## src/rtl/rx_lane_write_arbiter_pkg.sv

```systemverilog
// Shared constants, write-entry type and round-robin helper for the receive-lane write arbiter.
package rx_arb_pkg;

    localparam int RX_LANES      = 4;
    localparam int RX_ADDR_W     = 18;
    localparam int RX_DATA_W     = 5;
    localparam int RX_FIFO_DEPTH = 4;

    typedef struct packed {
        logic                 is_c;
        logic [RX_ADDR_W-2:0] addr;
        logic [RX_DATA_W-1:0] data;
    } rx_wr_entry_t;

    // Lane after the granted one, wrapping LANES-1 back to 0.
    function automatic int unsigned rr_next(input int unsigned granted, input int unsigned lanes);
        if (granted >= lanes - 32'd1) begin
            return 32'd0;
        end else begin
            return granted + 32'd1;
        end
    endfunction

endpackage

```

## src/rtl/rx_lane_write_arbiter_fifo.sv

```systemverilog
// Per-lane synchronous write FIFO with flush; a push into a full FIFO is taken only alongside a pop.
module rx_lane_fifo #(
    parameter int WIDTH = 23,
    parameter int DEPTH = 4
) (
    input  logic             clk,
    input  logic             rstn,
    input  logic             flush,
    input  logic             push,
    input  logic             pop,
    input  logic [WIDTH-1:0] din,
    output logic [WIDTH-1:0] dout,
    output logic             empty,
    output logic             full
);
    localparam int AW = $clog2(DEPTH);

    logic [AW:0]      wr_ptr_q, wr_ptr_d, rd_ptr_q, rd_ptr_d;
    logic [WIDTH-1:0] mem_q [DEPTH];
    logic             push_ok_s, pop_ok_s;

    // Extra pointer bit distinguishes full from empty when the indices match.
    assign empty     = (wr_ptr_q == rd_ptr_q);
    assign full      = (wr_ptr_q[AW] != rd_ptr_q[AW]) && (wr_ptr_q[AW-1:0] == rd_ptr_q[AW-1:0]);
    assign pop_ok_s  = pop & ~empty;
    assign push_ok_s = push & (~full | pop_ok_s);
    assign dout      = mem_q[rd_ptr_q[AW-1:0]];

    // Next pointer values.
    always_comb begin
        wr_ptr_d = wr_ptr_q;
        rd_ptr_d = rd_ptr_q;
        if (flush) begin
            wr_ptr_d = '0;
            rd_ptr_d = '0;
        end else begin
            if (push_ok_s) begin
                wr_ptr_d = wr_ptr_q + (AW+1)'(1);
            end else begin
                wr_ptr_d = wr_ptr_q;
            end
            if (pop_ok_s) begin
                rd_ptr_d = rd_ptr_q + (AW+1)'(1);
            end else begin
                rd_ptr_d = rd_ptr_q;
            end
        end
    end

    // Pointer registers.
    always_ff @(posedge clk or negedge rstn) begin
        if (!rstn) begin
            wr_ptr_q <= '0;
            rd_ptr_q <= '0;
        end else begin
            wr_ptr_q <= wr_ptr_d;
            rd_ptr_q <= rd_ptr_d;
        end
    end

    // Entry storage.
    always_ff @(posedge clk or negedge rstn) begin
        if (!rstn) begin
            for (int k = 0; k < DEPTH; k++) begin
                mem_q[k] <= '0;
            end
        end else if (push_ok_s && !flush) begin
            mem_q[wr_ptr_q[AW-1:0]] <= din;
        end
    end

endmodule

```

## src/rtl/rx_lane_write_arbiter.sv

```systemverilog
// Round-robin arbiter sharing the Y/C frame-memory write port among receive lanes.
// Optional per-lane write counters are built when RX_ARB_STATS_EN is defined.
module rx_lane_write_arbiter
    import rx_arb_pkg::*;
#(
    parameter int LANES      = RX_LANES,
    parameter int ADDR_W     = RX_ADDR_W,
    parameter int DATA_W     = RX_DATA_W,
    parameter int FIFO_DEPTH = RX_FIFO_DEPTH
) (
    input  logic                     clk,
    input  logic                     rstn,
    input  logic                     enable,
    input  logic [LANES-1:0]         lane_wr_y,
    input  logic [LANES-1:0]         lane_wr_c,
    input  logic [LANES*ADDR_W-1:0]  lane_add,
    input  logic [LANES*DATA_W-1:0]  lane_data,
    input  logic                     rd_slot,
    input  logic                     ovf_clr,
    output logic                     mem_we,
    output logic                     mem_is_c,
    output logic [$clog2(LANES)-1:0] mem_lane,
    output logic [ADDR_W-2:0]        mem_add,
    output logic [DATA_W-1:0]        mem_data,
`ifdef RX_ARB_STATS_EN
    input  logic                     cnt_clr,
    output logic [LANES*16-1:0]      wr_count,
`endif
    output logic [LANES-1:0]         ovf
);
    localparam int LW = $clog2(LANES);

    typedef struct packed {
        logic              is_c;
        logic [ADDR_W-2:0] addr;
        logic [DATA_W-1:0] data;
    } entry_t;
    localparam int EW = $bits(entry_t);

    logic [LANES-1:0]  push_s, pop_s, empty_s, full_s, ovf_set_s, add_lsb_s;
    entry_t            din_s  [LANES];
    entry_t            dout_s [LANES];
    logic              grant_s;
    logic [LW-1:0]     gnt_idx_s, idx_s;
    entry_t            head_s;
    logic              unused_add_lsb_s;

    logic [LW-1:0]     rr_q, rr_d;
    logic              mem_we_q, mem_we_d, mem_is_c_q, mem_is_c_d;
    logic [LW-1:0]     mem_lane_q, mem_lane_d;
    logic [ADDR_W-2:0] mem_add_q, mem_add_d;
    logic [DATA_W-1:0] mem_data_q, mem_data_d;
    logic [LANES-1:0]  ovf_q, ovf_d;

    for (genvar i = 0; i < LANES; i++) begin : g_lane
        // Y wins when both strobes fire; the lost C sample is flagged as an overflow.
        assign push_s[i]    = enable & (lane_wr_y[i] | lane_wr_c[i]);
        assign din_s[i]     = '{is_c: ~lane_wr_y[i],
                                addr: lane_add[i*ADDR_W+1 +: ADDR_W-1],
                                data: lane_data[i*DATA_W +: DATA_W]};
        assign pop_s[i]     = grant_s & (gnt_idx_s == LW'(i));
        assign ovf_set_s[i] = (enable & lane_wr_y[i] & lane_wr_c[i])
                            | (push_s[i] & full_s[i] & ~pop_s[i]);
        assign add_lsb_s[i] = lane_add[i*ADDR_W];

        rx_lane_fifo #(
            .WIDTH (EW),
            .DEPTH (FIFO_DEPTH)
        ) u_fifo (
            .clk   (clk),
            .rstn  (rstn),
            .flush (~enable),
            .push  (push_s[i]),
            .pop   (pop_s[i]),
            .din   (din_s[i]),
            .dout  (dout_s[i]),
            .empty (empty_s[i]),
            .full  (full_s[i])
        );
    end

    // Byte-address LSB selects nothing: memory words are addressed by add[ADDR_W-1:1].
    assign unused_add_lsb_s = ^add_lsb_s;

    // Round-robin scan starting at rr; the read side owns memory while rd_slot is high.
    always_comb begin
        grant_s   = 1'b0;
        gnt_idx_s = '0;
        idx_s     = '0;
        if (enable && !rd_slot) begin
            for (int k = 0; k < LANES; k++) begin
                idx_s = LW'((32'(rr_q) + 32'(k)) % 32'(LANES));
                if (!grant_s && !empty_s[idx_s]) begin
                    grant_s   = 1'b1;
                    gnt_idx_s = idx_s;
                end else begin
                    gnt_idx_s = gnt_idx_s;
                end
            end
        end else begin
            grant_s = 1'b0;
        end
    end

    assign head_s = dout_s[gnt_idx_s];

    // Next state for rr, the output register and the sticky overflow flags.
    always_comb begin
        rr_d       = rr_q;
        mem_we_d   = grant_s;
        mem_is_c_d = mem_is_c_q;
        mem_lane_d = mem_lane_q;
        mem_add_d  = mem_add_q;
        mem_data_d = mem_data_q;
        if (grant_s) begin
            rr_d       = LW'(rr_next(32'(gnt_idx_s), 32'(LANES)));
            mem_is_c_d = head_s.is_c;
            mem_lane_d = gnt_idx_s;
            mem_add_d  = head_s.addr;
            mem_data_d = head_s.data;
        end else begin
            rr_d = rr_q;
        end
        ovf_d = (ovf_q & ~{LANES{ovf_clr}}) | ovf_set_s;
    end

    // State and output registers.
    always_ff @(posedge clk or negedge rstn) begin
        if (!rstn) begin
            rr_q       <= '0;
            mem_we_q   <= 1'b0;
            mem_is_c_q <= 1'b0;
            mem_lane_q <= '0;
            mem_add_q  <= '0;
            mem_data_q <= '0;
            ovf_q      <= '0;
        end else begin
            rr_q       <= rr_d;
            mem_we_q   <= mem_we_d;
            mem_is_c_q <= mem_is_c_d;
            mem_lane_q <= mem_lane_d;
            mem_add_q  <= mem_add_d;
            mem_data_q <= mem_data_d;
            ovf_q      <= ovf_d;
        end
    end

    assign mem_we   = mem_we_q;
    assign mem_is_c = mem_is_c_q;
    assign mem_lane = mem_lane_q;
    assign mem_add  = mem_add_q;
    assign mem_data = mem_data_q;
    assign ovf      = ovf_q;

`ifdef RX_ARB_STATS_EN
    logic [15:0] cnt_q [LANES];

    // Saturating per-lane write counters, stepped with the output register so they track emitted writes.
    always_ff @(posedge clk or negedge rstn) begin
        if (!rstn) begin
            for (int k = 0; k < LANES; k++) begin
                cnt_q[k] <= 16'd0;
            end
        end else if (cnt_clr) begin
            for (int k = 0; k < LANES; k++) begin
                cnt_q[k] <= 16'd0;
            end
        end else if (grant_s && (cnt_q[gnt_idx_s] != 16'hFFFF)) begin
            cnt_q[gnt_idx_s] <= cnt_q[gnt_idx_s] + 16'd1;
        end
    end

    for (genvar i = 0; i < LANES; i++) begin : g_cnt
        assign wr_count[i*16 +: 16] = cnt_q[i];
    end
`endif

endmodule

```

## config.mk

```make
export PLATFORM = sky130hd
export DESIGN_NAME = rx_lane_write_arbiter
export DESIGN_NICKNAME = d
export VERILOG_FILES = /design/src/rtl/rx_lane_write_arbiter_pkg.sv /design/src/rtl/rx_lane_write_arbiter_fifo.sv /design/src/rtl/rx_lane_write_arbiter.sv
export SDC_FILE = /design/constraint.sdc
export NUM_CORES = 1
export LEC_CHECK = 0
export ABC_CLOCK_PERIOD_IN_PS = 5880
export BUFFER_PORTS_ARGS = -buffer_cell sky130_fd_sc_hd__buf_2
export CORE_ASPECT_RATIO = 0.5
export CORE_MARGIN = 2
export CORE_UTILIZATION = 45
export DETAILED_ROUTE_END_ITERATION = 8
export GPL_ROUTABILITY_DRIVEN = 0
export HOLD_SLACK_MARGIN = 0.03
export RECOVER_POWER = 25
export SLEW_MARGIN = 30
export SYNTH_ARGS = -nofsm -noshare
export SYNTH_HDL_FRONTEND = slang
export SYNTH_SLANG_ARGS = --single-unit
export TNS_END_PERCENT = 100
```

## constraint.sdc

```tcl
create_clock -name clk -period 5.88 [get_ports clk]
set_input_delay 1.176 -clock clk [delete_from_list [all_inputs] [get_ports clk]]
set_output_delay 1.176 -clock clk [all_outputs]
set_load 0.03 [all_outputs]
```

======== After elaboration in Yosys (flattened, before gate mapping) ========
Index checks and enable logic that the tools add are counted.
storage, ports and cells
  bits in registers ....................... 424
  logic and storage cells ................. 245
  bits of input ports ..................... 105
cells by class
  add/sub/neg operators ................... 12
  reductions and logical operators ........ 24
  equal/unequal tests ..................... 23
  mux-type cells .......................... 65
  bitwise gates (word level) .............. 72
  magnitude comparators ................... 18
operator list
  kind                                                                     count
  92-bit bitwise mux                                                       4
  23-bit two-way mux                                                       14
  23-bit binary-select mux with 2-bit select                               5
  23-bit demux with 2-bit select                                           4
  3-bit two-way mux                                                        16
  1-bit bitwise AND                                                        32
  3-bit greater-or-equal comparator, second input constant                 9
  2-bit inverter with 3-bit output                                         9
  3-bit by 1-bit adder with 3-bit output, second input constant            8
  1-bit logical AND                                                        16
  2-bit by 1-bit inequality test with 1-bit output, second input constant  8
  1-bit inverter                                                           16
  3-bit == test                                                            4
  2-bit by 3-bit < comparator with 1-bit output, second input constant     4
  3-bit by 1-bit < comparator with 1-bit output, second input constant     4
  1-bit two-way mux                                                        12
  2-bit two-way mux                                                        6
  1-bit bitwise OR                                                         12
  1-bit binary-select mux with 2-bit select                                4
  2-bit == test                                                            4
  1-bit logical NOT                                                        7
  2-bit by 1-bit adder with 2-bit output, second input constant            2
  2-bit adder, second input constant                                       2
  4-bit bitwise AND                                                        1
  7 further kinds                                                          11

======== Longest topological paths before layout ========
Gate-level depths: netlist of the first run.
  depth after elaboration ................. 24
  depth in mapped cells ................... 17
  depth with buffers taken out ............ 12

======== By module ========
A second synthesis of the first run with hierarchy kept.
second synthesis, totals
  cells, all modules ...................... 1394
  area, all modules ....................... 22198.8 µm²
by module, submodules not included
  module                 area an instance (µm²)  cells each  instances
  rx_lane_fifo           4931.0                  278         4
  rx_lane_write_arbiter  2474.9                  282         1

======== Worst setup path after synthesis of the first run ========
No wires, ideal clock.
  kind .................................... input-to-reg
  start point ............................. in enable
  end point ............................... reg g_lane[2].u_fifo.mem_q[41] in the netlist's numbering
  data arrival time ....................... 3.970 ns
  stages .................................. 13
  setup time .............................. 0.128 ns
  path buffers ............................ 4
  slack ................................... 1.783 ns
  data required time ...................... 5.752 ns
  path through ............................ clkbuf_1 -> nand2b_1 -> a41o_1 -> nor3_2 -> inv_2 -> buf_2 -> ha_1 -> a211oi_1 -> nor2_1 -> and3_1 -> clkbuf_1 -> buf_2 -> mux2_1
between the ends
  cells in the longest elaborated chain, start to end .. 8
  elaborated cells on any way between the ends .. 10
ends and longest elaborated chain
  item                           line                              text
  start, declared                rx_lane_write_arbiter.sv:13       input logic enable,
  1-bit logical AND              rx_lane_write_arbiter.sv:90       if (enable && !rd_slot) begin
  2-bit two-way mux              rx_lane_write_arbiter.sv:90
  net gnt_idx_s[0]               rx_lane_write_arbiter.sv:44       logic [LW-1:0] gnt_idx_s, idx_s;
  2-bit == test                  rx_lane_write_arbiter.sv:61       assign pop_s[i] = grant_s & (gnt_idx_s == LW'(i));
  1-bit bitwise AND              rx_lane_write_arbiter.sv:61
  1-bit bitwise AND              rx_lane_write_arbiter_fifo.sv:25  assign pop_ok_s = pop & ~empty;
  1-bit bitwise OR               rx_lane_write_arbiter_fifo.sv:26  assign push_ok_s = push & (~full | pop_ok_s);
  1-bit bitwise AND              rx_lane_write_arbiter_fifo.sv:26
  1-bit logical AND              rx_lane_write_arbiter_fifo.sv:67  end else if (push_ok_s && !flush) begin
  end signal, assigned by index  rx_lane_write_arbiter_fifo.sv:68  mem_q[wr_ptr_q[AW-1:0]] <= din;
  end, declared                  rx_lane_write_arbiter_fifo.sv:19  logic [WIDTH-1:0] mem_q [DEPTH];
The timed path passes the listed nets, and every way through them passes these cells.
A chain may end at the register's enable or synchronous reset.

==> qor.txt, run 1 <==
Status -> finished with violations
Failing checks -> max-capacitance violations, max-slew violations
Remaining antenna violation count after routing -> 0
Area growth, synth to finish -> 13.3%
Layout Skew -> 0.0136 ns
DR WL/cell -> 23.3 microns
Synth cell types -> 43
Initial antenna violation count -> 5
Post-synthesis cell count -> 1,314
Max Fclk -> 215 MHz
Die W -> 297 microns
Layout cell share with drive strength beyond 1 -> 46.2%
CP cell instances -> clkbuf_1 -> clkbuf_2 -> buf_12
Sequential share of power -> 45.4%
Worst slack, placed -> 1.30 ns
Leak -> 9.37 nW
Syn_area_per_cell -> 14.7 sq um
Post-CTS sizing -> 0
Postcts setup bufs -> 0
Drt via density -> 5.64
Pwr Total -> 10.7 mW
Clk sinks -> 424
Slew HR -> -68.0%
Core area -> 42,100 sq um
PD cells -> 487 nW/um^2
Part of the power in the clock network -> 23.6%
Synthesized area -> 19,300 sq um
Root buf cell -> clkbuf_16
Yosys top cell area share -> 55.0%
Port Buffers -> 130
Logic pwr share -> 31.1%
Synthesized net count -> 1,443
First-pass GRT wire length -> 74,300 microns
Post-synth EDFFs -> 0
Switch Pwr -> 3.37 mW
Initial Utilization -> 45.8%
Ys async rst share -> 100%
Final period util -> 79.0%
Worst Path Class, Setup -> in2async
Max-slew violations -> 115
Sw frac -> 31.7%
Clock-pin slew of the registers on the worst-case setup and hold paths -> 0.07 ns
Final nets -> 1,563
Post-DP HPWL -> 32,100 microns
Synth top cells by count -> 424 x dfrtp_1, 350 x mux2_2, 92 x mux4_2
Initial DRC count -> 696
Min Clock Period, post-route -> 4.64 ns
Worst Tran Pin Value -> 2.52 ns
Largest stage delay, worst path -> 1.75 ns
Fill count -> 3,531
Fin Hold WS -> 0.485 ns
Vert. Die Dim -> 150 microns
Largest net degree at the start of global routing -> 123
Critical Path Source Type -> primary input
GR Overflow Total -> 0
Max Root-Sink Buffers -> 3
Vias -> 11.5k
DRC -> 0
H-tree Lvls -> 2
Total of max-cap violations -> 2
WP data arrival -> 5.25 ns
Hold Fails Final Rpt -> 0
Post-synth top area cell -> dfrtp_1
All-Layer GR Usage -> 21.8%
Ys flop type -> dfrtp_1
VDD IR max -> 0.310 mV
Drt first pass iters -> 6
Setup TNS after final layout -> 0 ns
Internal -> 7.28 mW
Wirelength, routed -> 47,500 microns
Crit Path Max Fanout -> 122
Via count of the first global-routing pass -> 12.6k
Ys Warns -> 0
Worst skew pair latency -> 0.54 ns
Worst Hold Class -> reg2reg
RSZ-0062 raised after global routing -> false
Most numerous cell in the Yosys netlist -> dfrtp_1
Crit. End Element -> asynchronous set/reset pin
Final setup violation count -> 0
Die area -> 44,600 sq um
Num CTS Buffers -> 40
Sequential share of the synthesized area -> 55.0%
Top cells by area, synth -> dfrtp_1 55%, mux2_2 20%, mux4_2 11%
TritonCTS clock tree -> yes
Boundary Pins -> 135
Slowest stage cell, crit path -> clkbuf_1
Critical Path RT -> 6.49 ns
Synth Register Bits -> 424
Register area -> 10,600 sq um
Multi-input gate area -> 8190 sq um
Row count -> 53
Cts hold-fix bufs -> 0
Final WS setup -> 1.24 ns
worst max-delay path, delay by kind of cell:
kind / cells / cell delay (ns)
buf+inv: 3 / 3.94
flip-flops by register name (all words and copies together), names as in the netlist:
signal	count
ovf	4
g_lane.u_fifo.wr_ptr_q	12
mem_add	17
mem_we	1
mem_lane	2
mem_is_c	1
g_lane.u_fifo.mem_q	368
rr_q	2
g_lane.u_fifo.rd_ptr_q	12
mem_data	5
power by group through the flow:
stage / Sequential, mW / Combinational, mW / Clock [mW]
detailed placement: 4.89 / 3.34 / 0
global route: 4.98 / 3.57 / 2.69
CTS: 4.84 / 3.35 / 2.57
finish: 4.83 / 3.31 / 2.51
global placement: 4.74 / 3.22 / 0
floorplan: 4.81 / 2.25 / 0
area by class of cell:
type	count	area share (%)
sequential	424	48.5
multi-input combinational	770	37.5
clock buffer	60	5.39
timing repair buffer	169	4.47
tap	577	3.30
inverter	29	0.498
clock inverter	6	0.263
antenna	5	0.0573
through the flow:
stage	cell area, sq um	utilization [%]	cells
final	21900	51.9	2040
after global placement	20600	48.9	1968
after global routing	21900	51.9	2039
after floorplan	19300	-	1314
after detailed placement	20600	49.0	1968
after CTS	21800	51.9	2034
layout by cell type, fill, tap and decap left out, types with 18 or more instances in the layout:
cell type / Yosys / layout
dfrtp_1: 424 / 424
mux2_2: 350 / 350
buf_2: 32 / 129
mux4_2: 92 / 92
nand2_1: 76 / 76
nor2_1: 44 / 44
clkbuf_16: 0 / 41
buf_4: 3 / 35
inv_1: 27 / 27
ha_1: 24 / 24
nand3_1: 22 / 22
and3_1: 19 / 19
o221ai_1: 19 / 19
xnor2_1: 18 / 18
logic make-up after synthesis:
group                    Yosys count  synth area share [%]
adder cells (fa/ha/maj)           28                  1.76
buffers and inverters            120                  2.64
AND/OR/NAND/NOR                  171                  3.90
multiplexers                     458                  32.0
flip-flops                       424                  55.0
XOR/XNOR                          23                  1.04
AO/OA/AOI/OAI                     90                  3.64
final timing paths:
kind	start	endpoint	slack [ns]	depth (start not counted)
min	mem_lane[1]$_DFFE_PN0N_	mem_lane[1]$_DFFE_PN0N_	0.48	2
max reg2reg	g_lane[3].u_fifo.rd_ptr_q[1]$_DFFE_PN0P_	g_lane[2].u_fifo.mem_q[28]$_DFFE_PN0P_	1.28	14
max	rstn	g_lane[0].u_fifo.mem_q[84]$_DFFE_PN0P_	1.24	3
max in group clk	g_lane[3].u_fifo.rd_ptr_q[1]$_DFFE_PN0P_	g_lane[2].u_fifo.mem_q[28]$_DFFE_PN0P_	1.28	14
min reg2reg	mem_lane[1]$_DFFE_PN0N_	mem_lane[1]$_DFFE_PN0N_	0.48	2
min in group asynchronous	rstn	g_lane[3].u_fifo.mem_q[62]$_DFFE_PN0P_	1.42	1
layer usage:
metal / up-vias / wire [microns] / track usage (%)
met5: - / 0 / 0
met4: 0 / 1070 / 6.35
met3: 70 / 1790 / 3.65
met2: 175 / 23700 / 37.0
met1: 6191 / 21000 / 29.2
li1: 5065 / - / -
Power figures use the tool's default switching activity.
==> run 2, diff against run 1 <==
- ABC_CLOCK_PERIOD_IN_PS: 5880 -> 4300
- clock period: 5.88 -> 4.3 ns (I/O delays scaled with it)
==> qor.txt, run 2 (synthesized netlist as in run 1, its figures left out) <==
Remaining antenna violation count after routing -> 0
Port Buffers -> 130
DRC -> 0
Initial DRC count -> 631
Post-DP HPWL -> 32,700 microns
Drt first pass iters -> 5
Logic pwr share -> 30.8%
Drt via density -> 5.61
Max-slew violations -> 50
Final WS setup -> 0.266 ns
Row count -> 53
Vias -> 11.5k
Clock-pin slew of the registers on the worst-case setup and hold paths -> 0.06 ns
Core Util, Final -> 52.5%
Wirelength, routed -> 47,700 microns
Boundary Pins -> 135
Commonest non-fill, non-tap cell in the layout -> dfrtp_1
Slew HR -> -106%
All-Layer GR Usage -> 21.9%
Crit Path Max Fanout -> 19
TritonCTS clock tree -> yes
Max FFs per register -> 368
Switch Pwr -> 4.60 mW
Die area -> 44,600 sq um
PD cells -> 669 nW/um^2
Initial antenna violation count -> 7
Layout Skew -> 0.0124 ns
WP data arrival -> 4.45 ns
Worst Hold Class -> reg2reg
Final setup violation count -> 0
Initial Utilization -> 45.8%
Clk sinks -> 424
Hold Fails Final Rpt -> 0
Max Fclk -> 248 MHz
Num CTS Buffers -> 40
GR Overflow Total -> 0
Pwr Total -> 14.8 mW
Cts hold-fix bufs -> 0
Die W -> 297 microns
Internal -> 10.2 mW
CP delay by family, top -> compound AO/OA/AOI/OAI gates
CP cell instances -> xnor2_1 -> and3_1 -> and2_4 -> a221o_1 -> a221oi_4 -> buf_4 -> ha_1 -> a211o_1 -> o211a_1 -> nand2_1 -> buf_12 -> mux2_2
Via count of the first global-routing pass -> 12.6k
Critical Path RT -> 4.72 ns
Worst skew pair latency -> 0.54 ns
Most frequent cells in the layout -> 424 x dfrtp_1, 350 x mux2_2, 129 x buf_2
Core area -> 42,100 sq um
H-tree Lvls -> 2
Area growth, synth to finish -> 14.6%
Min Clock Period, post-route -> 4.03 ns
Sequential share of power -> 44.6%
Worst path bufs/invs -> 2
Post-CTS sizing -> 0
Sw frac -> 31.1%
Largest net degree at the start of global routing -> 108
Worst Path Class, Setup -> reg2reg
Critical Path Source Type -> flop
Largest stage delay, worst path -> 0.44 ns
Most flops, register -> g_lane.u_fifo.mem_q
Failing checks -> max-capacitance violations, max-slew violations
Part of the power in the clock network -> 24.6%
Postcts setup bufs -> 0
RSZ-0062 raised after global routing -> true
Total of max-cap violations -> 1
Vert. Die Dim -> 150 microns
Leak -> 9.52 nW
Final nets -> 1,579
Slowest stage cell, crit path -> dfrtp_1
Max Root-Sink Buffers -> 3
Layout cell share with drive strength beyond 1 -> 47.3%
Worst Tran Pin Value -> 3.09 ns
First-pass GRT wire length -> 74,400 microns
Root buf cell -> clkbuf_16
Final period util -> 93.8%
Status -> finished with violations
Crit. End Element -> flop
Worst slack, placed -> 0.0880 ns
VDD IR max -> 0.288 mV
DR WL/cell -> 23.2 microns
run 2: cell types whose count changed in the layout (fill, tap and decap cells not counted), moves of 2 or more:
cell,previous run,this run
and3_2,0,4
buf_4,35,45
bufinv_16,1,3
clkbuf_1,12,6
and3_1,19,15
buf_12,3,5
clkbuf_8,8,13
run 2: worst min-delay path, cell delays in order, from the launching register on:
cell and delay, ns:
dfrtp_1 0.33, nand2_1 0.05, nand2_1 0.06
run 2: final timing paths:
kind	start	end	slack [ns]	cells past startpoint
max reg2reg	g_lane[3].u_fifo.wr_ptr_q[0]$_DFFE_PN0P_	g_lane[3].u_fifo.mem_q[71]$_DFFE_PN0P_	0.27	12
max in group asynchronous	rstn	g_lane[2].u_fifo.mem_q[71]$_DFFE_PN0P_	0.87	3
max	g_lane[3].u_fifo.wr_ptr_q[0]$_DFFE_PN0P_	g_lane[3].u_fifo.mem_q[71]$_DFFE_PN0P_	0.27	12
min	mem_lane[0]$_DFFE_PN0N_	mem_lane[0]$_DFFE_PN0N_	0.48	2
min reg2reg	mem_lane[0]$_DFFE_PN0N_	mem_lane[0]$_DFFE_PN0N_	0.48	2
min in group asynchronous	rstn	g_lane[3].u_fifo.mem_q[44]$_DFFE_PN0P_	1.33	1
run 2: power by group through the flow:
stage	logic [mW]	clock network [mW]	registers (mW)
6_report	4.56	3.64	6.59
5_1_grt	4.92	3.90	6.81
4_1_cts	4.62	3.73	6.60
3_5_place_dp	4.61	0	6.67
3_3_place_gp	4.43	0	6.49
2_1_floorplan	3.07	0	6.58
run 2: metal layers:
metal / GRT usage (%) / part of all wire (%)
met1: 29.5 / 44
met2: 37.2 / 50
met3: 3.72 / 4.1
met4: 6.04 / 1.9
met5: 0 / 0.027
run 2: layout make-up:
class	instances	area (sq um)
clock inverters	8	115
clock buffers	57	1220
multi-input cells	770	8180
flip-flops and latches	424	10600
well taps	577	722
inverters	29	109
repair buffers	185	1130
fillers	3460	20000
diodes	6	15.0
run 2: metrics by stage:
| step | hold slack (ns) | area, sq um | TNS [ns] | std cells |
|---|---|---|---|---|
| floorplan | 0.445 | 19300 | 0 | 1314 |
| global placement | 0.457 | 20700 | 0 | 1984 |
| detailed placement | 0.467 | 20700 | 0 | 1984 |
| CTS | 0.410 | 22100 | 0 | 2049 |
| global route | 0.510 | 22100 | -0.0178 | 2055 |
| finish | 0.476 | 22100 | 0 | 2056 |
==> run 3, diff against run 2 <==
- CELL_PAD_IN_SITES_DETAIL_PLACEMENT: unset -> 1
- CELL_PAD_IN_SITES_GLOBAL_PLACEMENT: unset -> 1
- PLACE_DENSITY_LB_ADDON: unset -> 0.1
==> qor.txt, run 3 (synthesized netlist as in run 1, its figures left out) <==
Max Root-Sink Buffers -> 3
Vert. Die Dim -> 150 microns
Leak -> 9.45 nW
WP data arrival -> 4.49 ns
Clk sinks -> 424
Total of max-cap violations -> 3
Reg2Reg Setup Slack -> 0.24 ns
Drt first pass iters -> 4
Post-DP HPWL -> 34,500 microns
Via count of the first global-routing pass -> 13.2k
Failing checks -> max-capacitance violations, max-slew violations
All-Layer GR Usage -> 23.9%
Boundary Pins -> 135
Num CTS Buffers -> 40
Post-CTS sizing -> 0
Area growth, synth to finish -> 14.1%
H-tree Lvls -> 2
Drt via density -> 5.74
Crit. End Element -> flop
Worst r2r path cells -> 13
Worst Tran Pin Value -> 1.86 ns
Setup TNS after final layout -> 0 ns
First-pass GRT wire length -> 80,100 microns
R2R Path End -> g_lane[1].u_fifo.mem_q[0]$_DFFE_PN0P_
Most flops, register -> g_lane.u_fifo.mem_q
Row count -> 53
Critical Path RT -> 4.73 ns
Remaining antenna violation count after routing -> 0
Initial DRC count -> 584
Most frequent cells in the layout -> 424 x dfrtp_1, 350 x mux2_2, 129 x buf_2
Initial antenna violation count -> 4
Wirelength, routed -> 51,900 microns
Max FFs per register -> 368
Layout cell share with drive strength beyond 1 -> 46.4%
Critical Path Source Type -> flop
Worst r2r src -> g_lane[0].u_fifo.wr_ptr_q[0]$_DFFE_PN0P_
Vias -> 11.7k
Die area -> 44,600 sq um
Worst Hold Class -> reg2reg
Initial Utilization -> 45.8%
Final nets -> 1,567
Status -> finished with violations
Root buf cell -> clkbuf_16
Worst Path Class, Setup -> reg2reg
Layout Skew -> 0.0118 ns
Crit path from -> g_lane[0].u_fifo.wr_ptr_q[0]$_DFFE_PN0P_
VDD IR max -> 0.282 mV
Core Util, Final -> 52.3%
Final period util -> 94.4%
Cts hold-fix bufs -> 0
Commonest non-fill, non-tap cell in the layout -> dfrtp_1
CP endpoint -> g_lane[1].u_fifo.mem_q[0]$_DFFE_PN0P_
Port Buffers -> 130
Clock-pin slew of the registers on the worst-case setup and hold paths -> 0.07 ns
Min Clock Period, post-route -> 4.06 ns
DRC -> 0
Hold Fails Final Rpt -> 0
TritonCTS clock tree -> yes
DR WL/cell -> 25.4 microns
GR Overflow Total -> 0
Max Fclk -> 246 MHz
Die W -> 297 microns
Crit Path Max Fanout -> 31
PD cells -> 679 nW/um^2
RSZ-0062 raised after global routing -> false
Postcts setup bufs -> 0
Largest net degree at the start of global routing -> 113
Final setup violation count -> 0
Worst skew pair latency -> 0.55 ns
Max-slew violations -> 135
Slew HR -> -24.3%
Core area -> 42,100 sq um
## run 3: worst min-delay path by stage
stage / slack, ns / to / cells past startpoint / from
global placement: 0.46 / g_lane[3].u_fifo.mem_q[91]$_DFFE_PN0P_ / 2 / g_lane[3].u_fifo.mem_q[91]$_DFFE_PN0P_
finish: 0.48 / mem_lane[0]$_DFFE_PN0N_ / 2 / mem_lane[0]$_DFFE_PN0N_
detailed placement: 0.47 / mem_lane[0]$_DFFE_PN0N_ / 2 / mem_lane[0]$_DFFE_PN0N_
CTS: 0.42 / g_lane[3].u_fifo.mem_q[6]$_DFFE_PN0P_ / 1 / rstn
floorplan: 0.44 / g_lane[1].u_fifo.mem_q[45]$_DFFE_PN0P_ / 2 / g_lane[1].u_fifo.mem_q[45]$_DFFE_PN0P_
global route: 0.51 / g_lane[3].u_fifo.mem_q[91]$_DFFE_PN0P_ / 2 / g_lane[3].u_fifo.mem_q[91]$_DFFE_PN0P_
## run 3: cell type report
cell class | count | area [sq um]
fillers | 4044 | 20100
flip-flops and latches | 424 | 10600
multi-input cells | 770 | 8190
clock buffers | 62 | 1200
repair buffers | 173 | 1020
well taps | 577 | 722
clock inverters | 9 | 151
inverters | 29 | 109
diodes | 2 | 5.00
## run 3: critical path, cell delays in order, from the launching register on
cell	delay, ns
dfrtp_1	0.46
xnor2_1	0.31
and3_1	0.33
nand2_1	0.11
a221o_1	0.35
a221oi_4	0.33
inv_2	0.07
buf_4	0.28
ha_1	0.27
a211o_1	0.31
o211a_1	0.23
nand2_1	0.10
buf_4	0.39
mux2_2	0.40
## run 3: stage by stage
stage	cells	hold WS [ns]	worst slack, ns	power [mW]	instance area [sq um]
floorplan	1314	0.445	0.333	9.66	19300
global placement	1972	0.458	0.308	10.9	20600
detailed placement	1972	0.467	0.241	11.3	20600
CTS	2043	0.418	0.206	15.1	22000
global route	2046	0.512	0.0250	15.8	22000
finish	2046	0.480	0.240	14.9	22000
## run 3: layer usage
metal	up-vias	wire [microns]	GRT usage, %	share of wire (%)
met5	-	13	0	0.025
met4	2	1380	7.31	2.7
met3	77	2750	4.85	5.3
met2	205	25700	40.5	49
met1	6372	22100	31.4	43
li1	5088	-	-	-
## run 3: report_power, final
group	leakage [nW]	switching [mW]	internal, mW
combinational	3.64	2.26	2.32
clock	0.663	1.55	2.17
sequential	5.15	0.924	5.72
